==> config.mk <==
export PLATFORM = sky130hd
export DESIGN_NAME = shift_rot_seq
export DESIGN_NICKNAME = d
export VERILOG_FILES = /design/src/rtl/shift_rot_pkg.sv /design/src/rtl/shift_rot_seq_norm.sv /design/src/rtl/shift_rot_seq.sv
export SDC_FILE = /design/constraint.sdc
export NUM_CORES = 1
export LEC_CHECK = 0
export CORE_ASPECT_RATIO = 0.8
export CORE_MARGIN = 1.5
export CORE_UTILIZATION = 38
export DETAILED_ROUTE_END_ITERATION = 6
export GPL_TIMING_DRIVEN = 0
export PLACE_DENSITY_LB_ADDON = 0.15
export SLEW_MARGIN = 40
export SYNTH_ARGS = -nofsm -noshare
export SYNTH_HDL_FRONTEND = slang
export SYNTH_SLANG_ARGS = --single-unit
==> constraint.sdc <==
create_clock -name clk -period 1.4 [get_ports clk]
set_input_delay 0.21 -clock clk [delete_from_list [all_inputs] [get_ports clk]]
set_output_delay 0.21 -clock clk [all_outputs]
set_load 0.03 [all_outputs]
==> src/rtl/shift_rot_pkg.sv <==
// Shared types and helpers for the rotate-register command sequencer.
//   state_t     : sequencer FSM states
//   amt_norm_t  : normalised rotate amount {dir_flip, count}
//   eff_amount  : folds a raw amount into a step count and optional direction flip
package shift_rot_pkg;

   typedef enum logic [2:0] {
      IDLE = 3'd0,
      LOAD = 3'd1,
      ROT  = 3'd2,
      CAPT = 3'd3,
      RESP = 3'd4
   } state_t;

   typedef struct packed {
      logic        dir_flip;
      logic [31:0] count;
   } amt_norm_t;

   // Amounts at or above n wrap once; with shortest set, long rotations
   // become the complementary rotation in the opposite direction.
   function automatic amt_norm_t eff_amount(input int unsigned amt,
                                            input int unsigned n,
                                            input bit          shortest);
      int unsigned eff;
      amt_norm_t   res;
      eff          = (amt >= n) ? (amt - n) : amt;
      res.dir_flip = 1'b0;
      res.count    = eff;
      if (shortest && (eff > (n / 2))) begin
         res.dir_flip = 1'b1;
         res.count    = n - eff;
      end
      return res;
   endfunction

endpackage

==> src/rtl/shift_rot_seq_norm.sv <==
// Combinational amount/direction normalisation at the command input.
// Ports:
//   amt      in  AW  raw rotate amount
//   right    in  1   requested direction (1 = right)
//   count_c  out CW  number of single-bit steps to issue
//   right_c  out 1   direction to actually rotate in
module rot_amt_norm
   import shift_rot_pkg::*;
#(
   parameter int unsigned N        = 8,
   parameter int unsigned AW       = $clog2(N),
   parameter int unsigned CW       = $clog2(N + 1),
   parameter int unsigned SHORTEST = 0
) (
   input  logic [AW-1:0] amt,
   input  logic          right,
   output logic [CW-1:0] count_c,
   output logic          right_c
);

   localparam logic [31:0] CNT_MAX = 32'((64'd1 << CW) - 64'd1);

   amt_norm_t norm;

   // The clamp never engages for legal parameter sets; it keeps the
   // narrowing explicit if AW is ever widened beyond $clog2(N).
   always_comb begin
      norm    = eff_amount(32'(amt), N, SHORTEST != 0);
      count_c = (norm.count > CNT_MAX) ? CW'(CNT_MAX) : CW'(norm.count);
      right_c = right ^ norm.dir_flip;
   end

endmodule

==> src/rtl/shift_rot_seq.sv <==
// Command sequencer for an N-bit left/right rotate register.
// Accepts {word, direction, amount}, loads the word into the register,
// issues the single-bit rotate steps, then returns the register contents.
// Ports:
//   clk, reset_n          clock, asynchronous active-low reset
//   cmd_valid/cmd_ready   command handshake
//   cmd_data/right/amt    word, direction (1 = right), rotate amount
//   reg_en/load/right     control to the rotate register
//   reg_data              load data to the rotate register
//   reg_q                 rotate register contents
//   rsp_valid/rsp_ready   response handshake
//   rsp_data              rotated word
//   busy                  high whenever not IDLE
module shift_rot_seq
   import shift_rot_pkg::*;
#(
   parameter int unsigned N        = 8,
   parameter int unsigned AW       = $clog2(N),
   parameter int unsigned SHORTEST = 0
) (
   input  logic          clk,
   input  logic          reset_n,
   input  logic          cmd_valid,
   output logic          cmd_ready,
   input  logic [N-1:0]  cmd_data,
   input  logic          cmd_right,
   input  logic [AW-1:0] cmd_amt,
   output logic          reg_en,
   output logic          reg_load,
   output logic          reg_right,
   output logic [N-1:0]  reg_data,
   input  logic [N-1:0]  reg_q,
   output logic          rsp_valid,
   input  logic          rsp_ready,
   output logic [N-1:0]  rsp_data,
   output logic          busy
);

   localparam int unsigned CW = $clog2(N + 1);

   state_t        state;
   state_t        state_nxt;
   logic [CW-1:0] cnt;
   logic          dir;
   logic [CW-1:0] norm_count_c;
   logic          norm_right_c;
   logic          accept_c;

   logic          cmd_ready_nxt;
   logic          reg_en_nxt;
   logic          reg_load_nxt;
   logic          reg_right_nxt;
   logic [N-1:0]  reg_data_nxt;
   logic          rsp_valid_nxt;
   logic          busy_nxt;

   // Amount normalisation on the raw command fields.
   rot_amt_norm #(
      .N        (N),
      .AW       (AW),
      .CW       (CW),
      .SHORTEST (SHORTEST)
   ) u_norm (
      .amt     (cmd_amt),
      .right   (cmd_right),
      .count_c (norm_count_c),
      .right_c (norm_right_c)
   );

   // cmd_ready is only high in IDLE, so this also gates acceptance to IDLE.
   assign accept_c = cmd_valid && cmd_ready;

   // State register.
   always_ff @(posedge clk or negedge reset_n) begin
      if (!reset_n) begin
         state <= IDLE;
      end else begin
         state <= state_nxt;
      end
   end

   // Next-state logic.
   always_comb begin
      state_nxt = state;
      case (state)
         IDLE: if (accept_c)          state_nxt = LOAD;
         LOAD: state_nxt = (cnt != '0) ? ROT : CAPT;
         ROT:  if (cnt == CW'(1))     state_nxt = CAPT;
         CAPT: state_nxt = RESP;
         RESP: if (rsp_ready)         state_nxt = IDLE;
         default:                     state_nxt = IDLE;
      endcase
   end

   // Output decode from the upcoming state, so the registered outputs
   // line up with the state they belong to.
   always_comb begin
      cmd_ready_nxt = 1'b0;
      reg_en_nxt    = 1'b0;
      reg_load_nxt  = 1'b0;
      reg_right_nxt = 1'b0;
      reg_data_nxt  = '0;
      rsp_valid_nxt = 1'b0;
      busy_nxt      = 1'b1;
      case (state_nxt)
         IDLE: begin
            cmd_ready_nxt = 1'b1;
            busy_nxt      = 1'b0;
         end
         LOAD: begin
            // LOAD is only entered from IDLE on accept, so cmd_data is the captured word.
            reg_en_nxt   = 1'b1;
            reg_load_nxt = 1'b1;
            reg_data_nxt = cmd_data;
         end
         ROT: begin
            reg_en_nxt    = 1'b1;
            reg_right_nxt = dir;
         end
         CAPT: begin
         end
         RESP: begin
            rsp_valid_nxt = 1'b1;
         end
         default: begin
         end
      endcase
   end

   // Output registers.
   always_ff @(posedge clk or negedge reset_n) begin
      if (!reset_n) begin
         cmd_ready <= 1'b1;
         reg_en    <= 1'b0;
         reg_load  <= 1'b0;
         reg_right <= 1'b0;
         reg_data  <= '0;
         rsp_valid <= 1'b0;
         busy      <= 1'b0;
      end else begin
         cmd_ready <= cmd_ready_nxt;
         reg_en    <= reg_en_nxt;
         reg_load  <= reg_load_nxt;
         reg_right <= reg_right_nxt;
         reg_data  <= reg_data_nxt;
         rsp_valid <= rsp_valid_nxt;
         busy      <= busy_nxt;
      end
   end

   // Step counter and captured direction.
   always_ff @(posedge clk or negedge reset_n) begin
      if (!reset_n) begin
         cnt <= '0;
         dir <= 1'b0;
      end else if (accept_c) begin
         cnt <= norm_count_c;
         dir <= norm_right_c;
      end else if (state == ROT) begin
         cnt <= cnt - CW'(1);
      end
   end

   // Result register: sampled after the last rotate step has landed.
   always_ff @(posedge clk or negedge reset_n) begin
      if (!reset_n) begin
         rsp_data <= '0;
      end else if (state == CAPT) begin
         rsp_data <= reg_q;
      end
   end

endmodule
==> results.sh <==
export IMPL_synthFlopType="dfrtp_1"
export IMPL_gp_congestion=0.7517
export IMPL_ios=46
export IMPL_ir_drop_mv=1.103
export IMPL_yosys_register_bits=30
export IMPL_period_needed_ns=1.528
export IMPL_wirelength_um=2483
export IMPL_cts_tree="done"
export IMPL_grt_max_degree=31
export IMPL_max_stage_delay_ns=0.39
export IMPL_drive_gt1_share_pct=36.42
export IMPL_power_frac_clock_pct=15.9
export IMPL_htree_levels=2
export IMPL_slowest_stage="dfrtp_1"
export IMPL_layout_setup_ws_ns=-0.1281
export IMPL_cp_num_buf_inv=2
export IMPL_worstSetupStartpointType="flip-flop"
export IMPL_antennaDiodeCount=0
export IMPL_pwr_share_comb_pct=50.0
export IMPL_ff_latch_area_um2=757.0
export IMPL_setup_violations_final=7
export IMPL_crit_family="flip-flops"
export IMPL_p_leak_nw=0.9302
export IMPL_vias=868
export IMPL_tightest_slew_ns=0.6353
export IMPL_yosysUniqueCellTypes=28
export IMPL_fin_cells=189
export IMPL_rr_worst_depth=6
export IMPL_hold_viol=0
export IMPL_clock_skew_final_ns=0.004438
export IMPL_swShare_pct=38.06
export IMPL_cts_root_buf="clkbuf_8"
export IMPL_required_ns=1.54
export IMPL_dp_hpwl_um=1513
export IMPL_core_um2=2872
export IMPL_finalCritPeriodShare_pct=109.2
export IMPL_cp_depth=6
export IMPL_cts_sinks=30
export IMPL_async_reset_ff_share_pct=100.0
export IMPL_synth_edff_count=0
export IMPL_synth_fp_nets=112
export IMPL_postRouteAntennaNets=0
export IMPL_antenna_found_initial=0
export IMPL_pwr_share_seq_pct=34.1
export IMPL_crit_chain="inv_2, ha_4, nand3b_1, a2111oi_4, buf_4, nor4b_1"
export IMPL_rsz0062_at_grt="yes"
export IMPL_rows=17
export IMPL_critPathKind="flip-flop to flip-flop"
export IMPL_multi_input_area_um2=511.7
export IMPL_p_int_mw=2.686
export IMPL_arrival_ns=1.67
export IMPL_syn_area_per_cell_um2=13.95
export IMPL_fin_tns_setup_ns=-0.5690
export IMPL_slew_viol_final=0
export IMPL_wire_per_inst_um=13.14
export IMPL_drv_cap=0
export IMPL_switchingPower_mw=1.651
export IMPL_violations="negative setup slack"
export IMPL_postLayoutCoreUtil_pct=68.24
export IMPL_dieArea_um2=3468
export IMPL_cp_max_fo=5
export IMPL_yosysWarnings=0
export IMPL_status="complete, but fails checks"
export IMPL_clockBufferDepth=2
export IMPL_start_util_pct=41.31
export IMPL_hold_slack_ns=0.4896
export IMPL_grt_pass1_vias=880
export IMPL_power_density_nw_per_um2=2213
export IMPL_seq_area_frac_synth_pct=63.40
export IMPL_syn_area_um2=1186
export IMPL_synth_cells=85
export IMPL_num_nets_final=177
export IMPL_grt_ovfl_total=0
export IMPL_portBuffers=45
export IMPL_drc=0
export IMPL_place_inst=168
export IMPL_relSlewSlack_pct=57.65
export IMPL_drt_pass1_iter_count=5
export IMPL_grt_pass1_wl_um=4091
export IMPL_drt_iter0_markers=29
export IMPL_die_h_um=52.97
export IMPL_fillCellCount=219
export IMPL_hp_class="primary input to flip-flop"
export IMPL_hold_path_depth=2
export IMPL_syn_to_final_growth_pct=65.19
export IMPL_track_usage_pct=16.62
export IMPL_post_place_ws_ns=-0.2202
export IMPL_die_w_um=65.47
export IMPL_clk_transition_reported_paths_ns=0.06
export IMPL_cp_end_kind="flip-flop"
export IMPL_max_freq_mhz=654.4
export IMPL_cts_inserted_buffers=5
export IMPL_clkLatencyLatePin_ns=0.27
export IMPL_viasPerCell=4.593
[cell families (layout without fill, tap and decap cells)]
kind of cell	count (synthesis)	after routing	share of synthesized area [%]
XOR/XNOR	3	3	2.216
buffers and inverters	5	71	2.004
adder cells (fa/ha/maj)	3	3	3.165
multiplexers	11	11	10.34
AO/OA/AOI/OAI	6	6	3.797
flip-flops	30	30	63.40
AND/OR/NAND/NOR	27	27	15.09
[through the flow]
step | instance area [µm²] | total power [mW]
6_report | 1959 | 4.336
5_1_grt | 1959 | 4.637
4_1_cts | 1886 | 4.146
3_5_place_dp | 1717 | 3.365
3_3_place_gp | 1722 | 3.322
2_1_floorplan | 1224 | 2.664
[power by group through the flow]
| stage | registers, mW | clock network [mW] | logic (mW) |
|---|---|---|---|
| after global routing | 1.52 | 0.772 | 2.34 |
| after floorplan | 1.92 | 0 | 0.741 |
| after global placement | 1.48 | 0 | 1.84 |
| after detailed placement | 1.50 | 0 | 1.87 |
| final | 1.48 | 0.691 | 2.17 |
| after CTS | 1.46 | 0.714 | 1.97 |
[registers in the layout (all words and copies together) (netlist names)]
| name | flops |
|---|---|
| reg_data | 8 |
| rsp_data | 8 |
| cnt | 4 |
| state | 3 |
| busy | 1 |
| cmd_ready | 1 |
| dir | 1 |
| reg_en | 1 |
| reg_load | 1 |
| reg_right | 1 |
| rsp_valid | 1 |
[final cells by class]
| class | instances | share of cell area, % |
|---|---|---|
| inverter | 3 | 0.5747 |
| clock inverter | 1 | 0.2554 |
| buffer | 2 | 0.9579 |
| sequential | 30 | 38.63 |
| clock buffer | 7 | 4.406 |
| timing repair buffer | 58 | 26.63 |
| tap | 38 | 2.427 |
| multi-input combinational | 50 | 26.12 |
[cells in the final DEF, fill, tap and decap left out, types with 2 or more instances in the layout]
| cell | netlist | layout |
|---|---|---|
| a21oi_1 | 2 | 2 |
| and2_1 | 8 | 8 |
| buf_4 | 1 | 11 |
| buf_6 | 0 | 3 |
| clkbuf_8 | 0 | 6 |
| clkdlybuf4s50_1 | 0 | 22 |
| dfrtp_1 | 29 | 25 |
| dfrtp_2 | 0 | 4 |
| dlygate4sd2_1 | 0 | 21 |
| ha_4 | 0 | 3 |
| inv_2 | 0 | 2 |
| mux2_2 | 10 | 9 |
| nand2_2 | 0 | 2 |
| nand3b_1 | 3 | 3 |
| nor2_1 | 2 | 2 |
| or3_1 | 2 | 2 |
[what timing repair did]
item | CTS | global route
pin swaps | 7 | 4
resized for setup | 33 | 11
hold endpoints to repair | 29 | 0
gates cloned | 0 | 0
setup buffers | 8 | 6
setup endpoints to repair | 29 | 17
hold buffers | 1 | 0
[metal layers]
layer / part of all wire [%] / up-vias / track usage, %
met4: 0.77 / 0 / 6.250
met3: 8.1 / 2 / 8.723
li1: - / 418 / -
met1: 43 / 412 / 18.41
met5: 0 / - / 0
met2: 48 / 36 / 27.38
[final timing paths]
path | to | slack (ns) | startpoint
worst min-delay path | reg_data[1] | 0.49 | cmd_data[1]
worst max register to register | reg_right | -0.13 | cnt[1]
worst min register to register | rsp_data[7] | 0.50 | rsp_data[7]
worst max-delay path | reg_right | -0.13 | cnt[1]
max in group asynchronous | cnt[0] | 0.45 | reset_n
min in group asynchronous | rsp_data[7] | 0.50 | reset_n
[Yosys cell counts (2+ instances only)]
cell type / instances / area (µm²)
or3_1: 2 / 12.51
nand2_1: 3 / 11.26
nor4_1: 2 / 12.51
dfrtp_1: 29 / 725.7
ha_1: 3 / 37.54
inv_1: 3 / 11.26
a21oi_1: 2 / 10.01
and2_1: 8 / 50.05
nor2_1: 2 / 7.510
xnor2_1: 2 / 17.52
mux2_2: 10 / 112.6
nand3b_1: 3 / 22.52
Power figures use the tool's default switching activity.
==> RTL change 1 (same flow settings) <==
The 5 states of `state_t` get a one-hot encoding in 5 bits.
--- a/src/rtl/shift_rot_pkg.sv
+++ b/src/rtl/shift_rot_pkg.sv
@@ -4,12 +4,12 @@
 //   eff_amount  : folds a raw amount into a step count and optional direction flip
 package shift_rot_pkg;
 
-   typedef enum logic [2:0] {
-      IDLE = 3'd0,
-      LOAD = 3'd1,
-      ROT  = 3'd2,
-      CAPT = 3'd3,
-      RESP = 3'd4
+   typedef enum logic [4:0] {
+      IDLE = 5'b00001,
+      LOAD = 5'b00010,
+      ROT  = 5'b00100,
+      CAPT = 5'b01000,
+      RESP = 5'b10000
    } state_t;
 
    typedef struct packed {
Function: no difference found for any inputs over 10 cycles, from zero or initial values and one cycle with reset_n low; not proved beyond that.
==> RTL change 1 against the original RTL <==
  * The run still ends with setup timing left
  * Final cell count grew 13%
  * Clock skew grew 2.6 ps
  * Via count grew 25%
  * Final area grew 9.2%
  * Count of clock-buffer cells in the layout grew 1
  * Synthesized area grew 12%
  * Utilization shrank 1.3 points
  * Setup slack lost 30 ps
  * Power shrank 8.6%
  * Sequential cell count grew 2
  * Routed wire length grew 28%
  * Critical path type unchanged
==> RTL change 1: results (changes against the original RTL) <==
| Metric | Value |
|---|---|
| Slowest stage delay, CP | `460 ps (+70 ps)` |
| Worst Max-Slew Pin Slew | `377.8 ps (-257.5 ps)` |
| Leakage power | `1.038 nW (+12%)` |
| Top Registers | `reg_data: 8 flops, rsp_data: 8 flops, state: 5 flops` |
| Synth top area cells | `dfrtp_1 (57%), mux2_2 (7.6%), dfstp_2 (4.0%)` |
| Peak supply drop | `0.9483 mV (-14%)` |
| WP data arrival | `1770 ps (+100 ps)` |
| Violated checks | `setup timing` |
| Port bufs | `45 (unchanged)` |
| Most instantiated cells after synthesis | `dfrtp_1 (30), mux2_2 (9), and2_1 (8)` |
| Min-Delay Path Class | `input port to asynchronous set/reset pin` |
| Htree depth | `2 (unchanged)` |
| Fin worst setup slack | `-157.8 ps (-29.65 ps)` |
| Gr usage total | `0.1815 (+0.01530)` |
| Final TNS setup | `-754.9 ps (-185.9 ps)` |
| Syn_nets | `136 (+21%)` |
| Bufs on Longest Clock Path | `2 (unchanged)` |
| Clock Latency Late Sink | `290 ps (+20 ps)` |
| Critical path peak fanout | `7 (+2)` |
| Nets | `200 (+13%)` |
| Pin count of the biggest net entering global routing | `23 (-26%)` |
| Vias/cell | `5.070 (+10%)` |
| Dpl ws | `-185.2 ps (+35.05 ps)` |
| Num CTS Buffers | `5 (unchanged)` |
| Clock skew | `7.064 ps (+2.626 ps)` |
| ANT cells | `0 (unchanged)` |
| Gpl congestion | `0.8444 (+12%)` |
| Outcome | `finished with violations` |
| Global-route wire length before repair | `5.340 mm (+31%)` |
| DR iter-0 viols | `49 (+69%)` |
| Initial antenna violation count | `0 (unchanged)` |
| Number of flops mapped to enable cells by yosys | `0 (unchanged)` |
| Drt pass-1 iters | `4 (-1)` |
| Root buffer cell | `clkbuf_8` |
| Filler cells | `245 (+12%)` |
| Synth cell types | `33 (+18%)` |
| CP max-delay cell | `dfrtp_2` |
| Async S/R FF share, synth | `1.000 (unchanged)` |
| Register area share after synthesis | `0.6051 (-0.02888)` |
| CTS clk-pin slew, worst paths | `roughly 70 ps` |
| Yosys warnings | `0 (unchanged)` |
| Share of cells above drive strength 1 | `0.3046 (-0.05964)` |
| Finish-stage setup viols | `17 (+10)` |
| DP Wirelength | `2.095 mm (+38%)` |
| WL final | `3.182 mm (+28%)` |
[RTL change 1: worst paths after layout]
path	from	to	slack (ps)	cells past startpoint
max	state[4]	cnt[2]	-160	4
max reg2reg	state[4]	cnt[2]	-160	4
min	reset_n	cnt[2]	340	2
max in group asynchronous	reset_n	state[0]	590	3
min reg2reg	dir	dir	500	1
min in group clk	cmd_data[6]	reg_data[6]	480	2
[RTL change 1: through the flow]
step | area (um2) | instances
after floorplan | 1338 | 109
final | 2140 | 214
after global routing | 2140 | 214
after CTS | 2022 | 208
after global placement | 1838 | 194
after detailed placement | 1861 | 195
[RTL change 1: kinds of logic after synthesis]
family / share of synthesized area
adders and majority gates: 0.02828
muxes: 0.07635
AOI/OAI and AO/OA: 0.08859
DFF: 0.6051
xor gates and xnor gates: 0.006599
buffers and inverters: 0.02356
and+or+nand+nor: 0.1716
[RTL change 1: layout make-up]
cell class,instances,area [um2],share of cell area
Sequential cell,32,808.3,0.3778
Tap cell,40,50.05,0.02339
Timing Repair inverter,1,7.507,0.003509
Buffer,1,11.26,0.005263
Multi-Input combinational cell,69,618.1,0.2889
Timing Repair Buffer,56,538.0,0.2515
Clock buffer,8,80.08,0.03743
Inverter,7,26.28,0.01228
[RTL change 1: what timing repair did]
action / 4_1_cts / 5_1_grt
hold buffers: 1 / 0
gates resized for setup: 38 / 19
cloned: 0 / 1
endpoints found under the hold margin: 10 / 0
endpoints found under the setup margin: 47 / 28
buffers inserted: 4 / 5
pin swaps: 4 / 8
[RTL change 1: power breakdown]
group	leakage (nW)	switching [mW]	internal (mW)
logic	0.601	1.02	0.840
registers	0.397	0.194	1.23
clock network	0.0395	0.328	0.353
[RTL change 1: worst max-delay path: cells and delay by family (launching register included)]
family / cells / cell delay [ps]
buffers and inverters: 1 / 140
DFF: 1 / 460
AOI/OAI and AO/OA: 1 / 140
and+or+nand+nor: 2 / 740
[RTL change 1: metal layers]
layer	global-route usage	wire (um)
met5	0	0
met4	0.06162	40
met3	0.08696	216
met2	0.2843	1554
met1	0.2204	1371
==> RTL change 2 (same settings) <==
Made on the original files. `N` is set to 8 in 2 places; all go to 16.
--- a/src/rtl/shift_rot_seq_norm.sv
+++ b/src/rtl/shift_rot_seq_norm.sv
@@ -7,7 +7,7 @@
 module rot_amt_norm
    import shift_rot_pkg::*;
 #(
-   parameter int unsigned N        = 8,
+   parameter int unsigned N        = 16,
    parameter int unsigned AW       = $clog2(N),
    parameter int unsigned CW       = $clog2(N + 1),
    parameter int unsigned SHORTEST = 0
--- a/src/rtl/shift_rot_seq.sv
+++ b/src/rtl/shift_rot_seq.sv
@@ -14,7 +14,7 @@
 module shift_rot_seq
    import shift_rot_pkg::*;
 #(
-   parameter int unsigned N        = 8,
+   parameter int unsigned N        = 16,
    parameter int unsigned AW       = $clog2(N),
    parameter int unsigned SHORTEST = 0
 ) (
Ports: changed (5 resized); port bits go from 46 to 79. No check against the original RTL was run, so the function may have changed too.
==> RTL change 2 against the original RTL <==
  * The run still ends with setup timing left
  * Largest cell class unchanged
  * Sequential cell count is 17 higher
  * Setup slack better by 76 ps
  * Count of clock-buffer cells in the layout is 2 lower
  * Non-clock buffer count is 32 higher
  * Clock power is 11% higher
  * Routed wire length is 58% higher
  * Highest routed layer unchanged
  * Combinational power is 42% higher
  * Synthesized area is 55% higher
  * Sequential share of layout area is 2.0 points higher
  * Final area is 48% higher
  * Power is 39% higher
==> RTL change 2: results (changes against the original RTL) <==
| Metric | Value |
|---|---|
| Crit. Startpoint | `cmd_ready` |
| Layout Cells excl Fill | `284 (+50%)` |
| Power Dens Cells | `2078 nW/um2 (-6.1%)` |
| Complex-gate fraction of the synthesized area | `0.03195 (-0.006024)` |
| DR vias | `1334 (+54%)` |
| Vias in the first global route | `1353 (+54%)` |
| Outcome | `finished with violations` |
| Worst Max-Slew Pin Slew | `315.8 ps (-319.5 ps)` |
| Filler cells | `358 (+63%)` |
| Multi-input combinational area share | `0.2408 (-0.02035)` |
| Clock skew | `12.13 ps (+7.687 ps)` |
| Nonclk buf count | `92 (+53%)` |
| Most instantiated cells after synthesis | `dfrtp_1 (46), mux2_2 (18), and2_1 (16)` |
| P&R area growth vs syn | `57.51%` |
| Slowest stage delay, CP | `570 ps (+180 ps)` |
| Final TNS setup | `-410.1 ps (+158.9 ps)` |
| Post-synthesis adder-cell area fraction | `0.02039 (-0.01125)` |
| Drt pass-1 iters | `4 (-1)` |
| Clock Latency Late Sink | `300 ps (+30 ps)` |
| Top Registers | `reg_data: 16 flops, rsp_data: 16 flops, cnt: 5 flops` |
| Clkbuf count | `5 (-2)` |
| Multiplexer area fraction after synthesis | `0.1156 (+0.01219)` |
| Post-CTS setup repair buffer count | `1 (-7)` |
| Port bufs | `78 (+73%)` |
| Inverters | `4 (+1)` |
| Register area | `1179 um2 (+56%)` |
| Sw frac | `0.4013 (+0.02070)` |
| Syn_nets | `173 (+54%)` |
| Synth cell types | `37 (+32%)` |
| Register area share after synthesis | `0.6397 (+0.005735)` |
| Clock-cell share of area | `0.02892 (-0.01770)` |
| Dpl ws | `-215.5 ps (+4.743 ps)` |
| Finish-stage setup viols | `18 (+11)` |
| Min-Delay Path Class | `input port to asynchronous set/reset pin` |
| Post-DP Area | `2720 um2 (+58%)` |
| Layout non-clock buf frac | `0.2926 (+0.01676)` |
| Share of cells above drive strength 1 | `0.2902 (-0.07406)` |
| Violated checks | `setup timing` |
| Fin worst setup slack | `-51.61 ps (+76.50 ps)` |
| Gpl congestion | `0.6911 (-8.1%)` |
| CTS clk-pin slew, worst paths | `90 ps (+30 ps)` |
| CP max-delay cell | `dfstp_2` |
| Global-route wire length before repair | `6.210 mm (+52%)` |
| WL final | `3.911 mm (+58%)` |
| Seq cells post-synth | `47 (+57%)` |
| DP Wirelength | `2.758 mm (+82%)` |
| Gr usage total | `0.1572 (-0.009012)` |
| CTS resizes | `45 (+36%)` |
## RTL change 2: routing by layer
layer  vias up  wire [um]  part of all wire  track usage
met5         -          0                 0            0
met4         0         46             0.012      0.05172
met3         7        296             0.076      0.05556
met2        47       2020              0.52       0.2625
met1       653       1547              0.40       0.1890
li1        627          -                 -            -
## RTL change 2: final timing paths
path / slack, ps / to / cells after the start
hold reg to reg: 500 / rsp_data[1] / 1
min in group clk: 470 / reg_data[1] / 2
max in group asynchronous: 630 / state[2] / 3
setup / recovery: -50 / reg_data[7] / 4
hold / removal: 320 / busy / 2
setup reg to reg: -50 / reg_data[7] / 4
## RTL change 2: critical path: cells and delay by family, from the launching register on
| kind | cells | cell delay, ps |
|---|---|---|
| buffers and inverters | 1 | 220 |
| DFF | 1 | 570 |
| and+or+nand+nor | 3 | 590 |
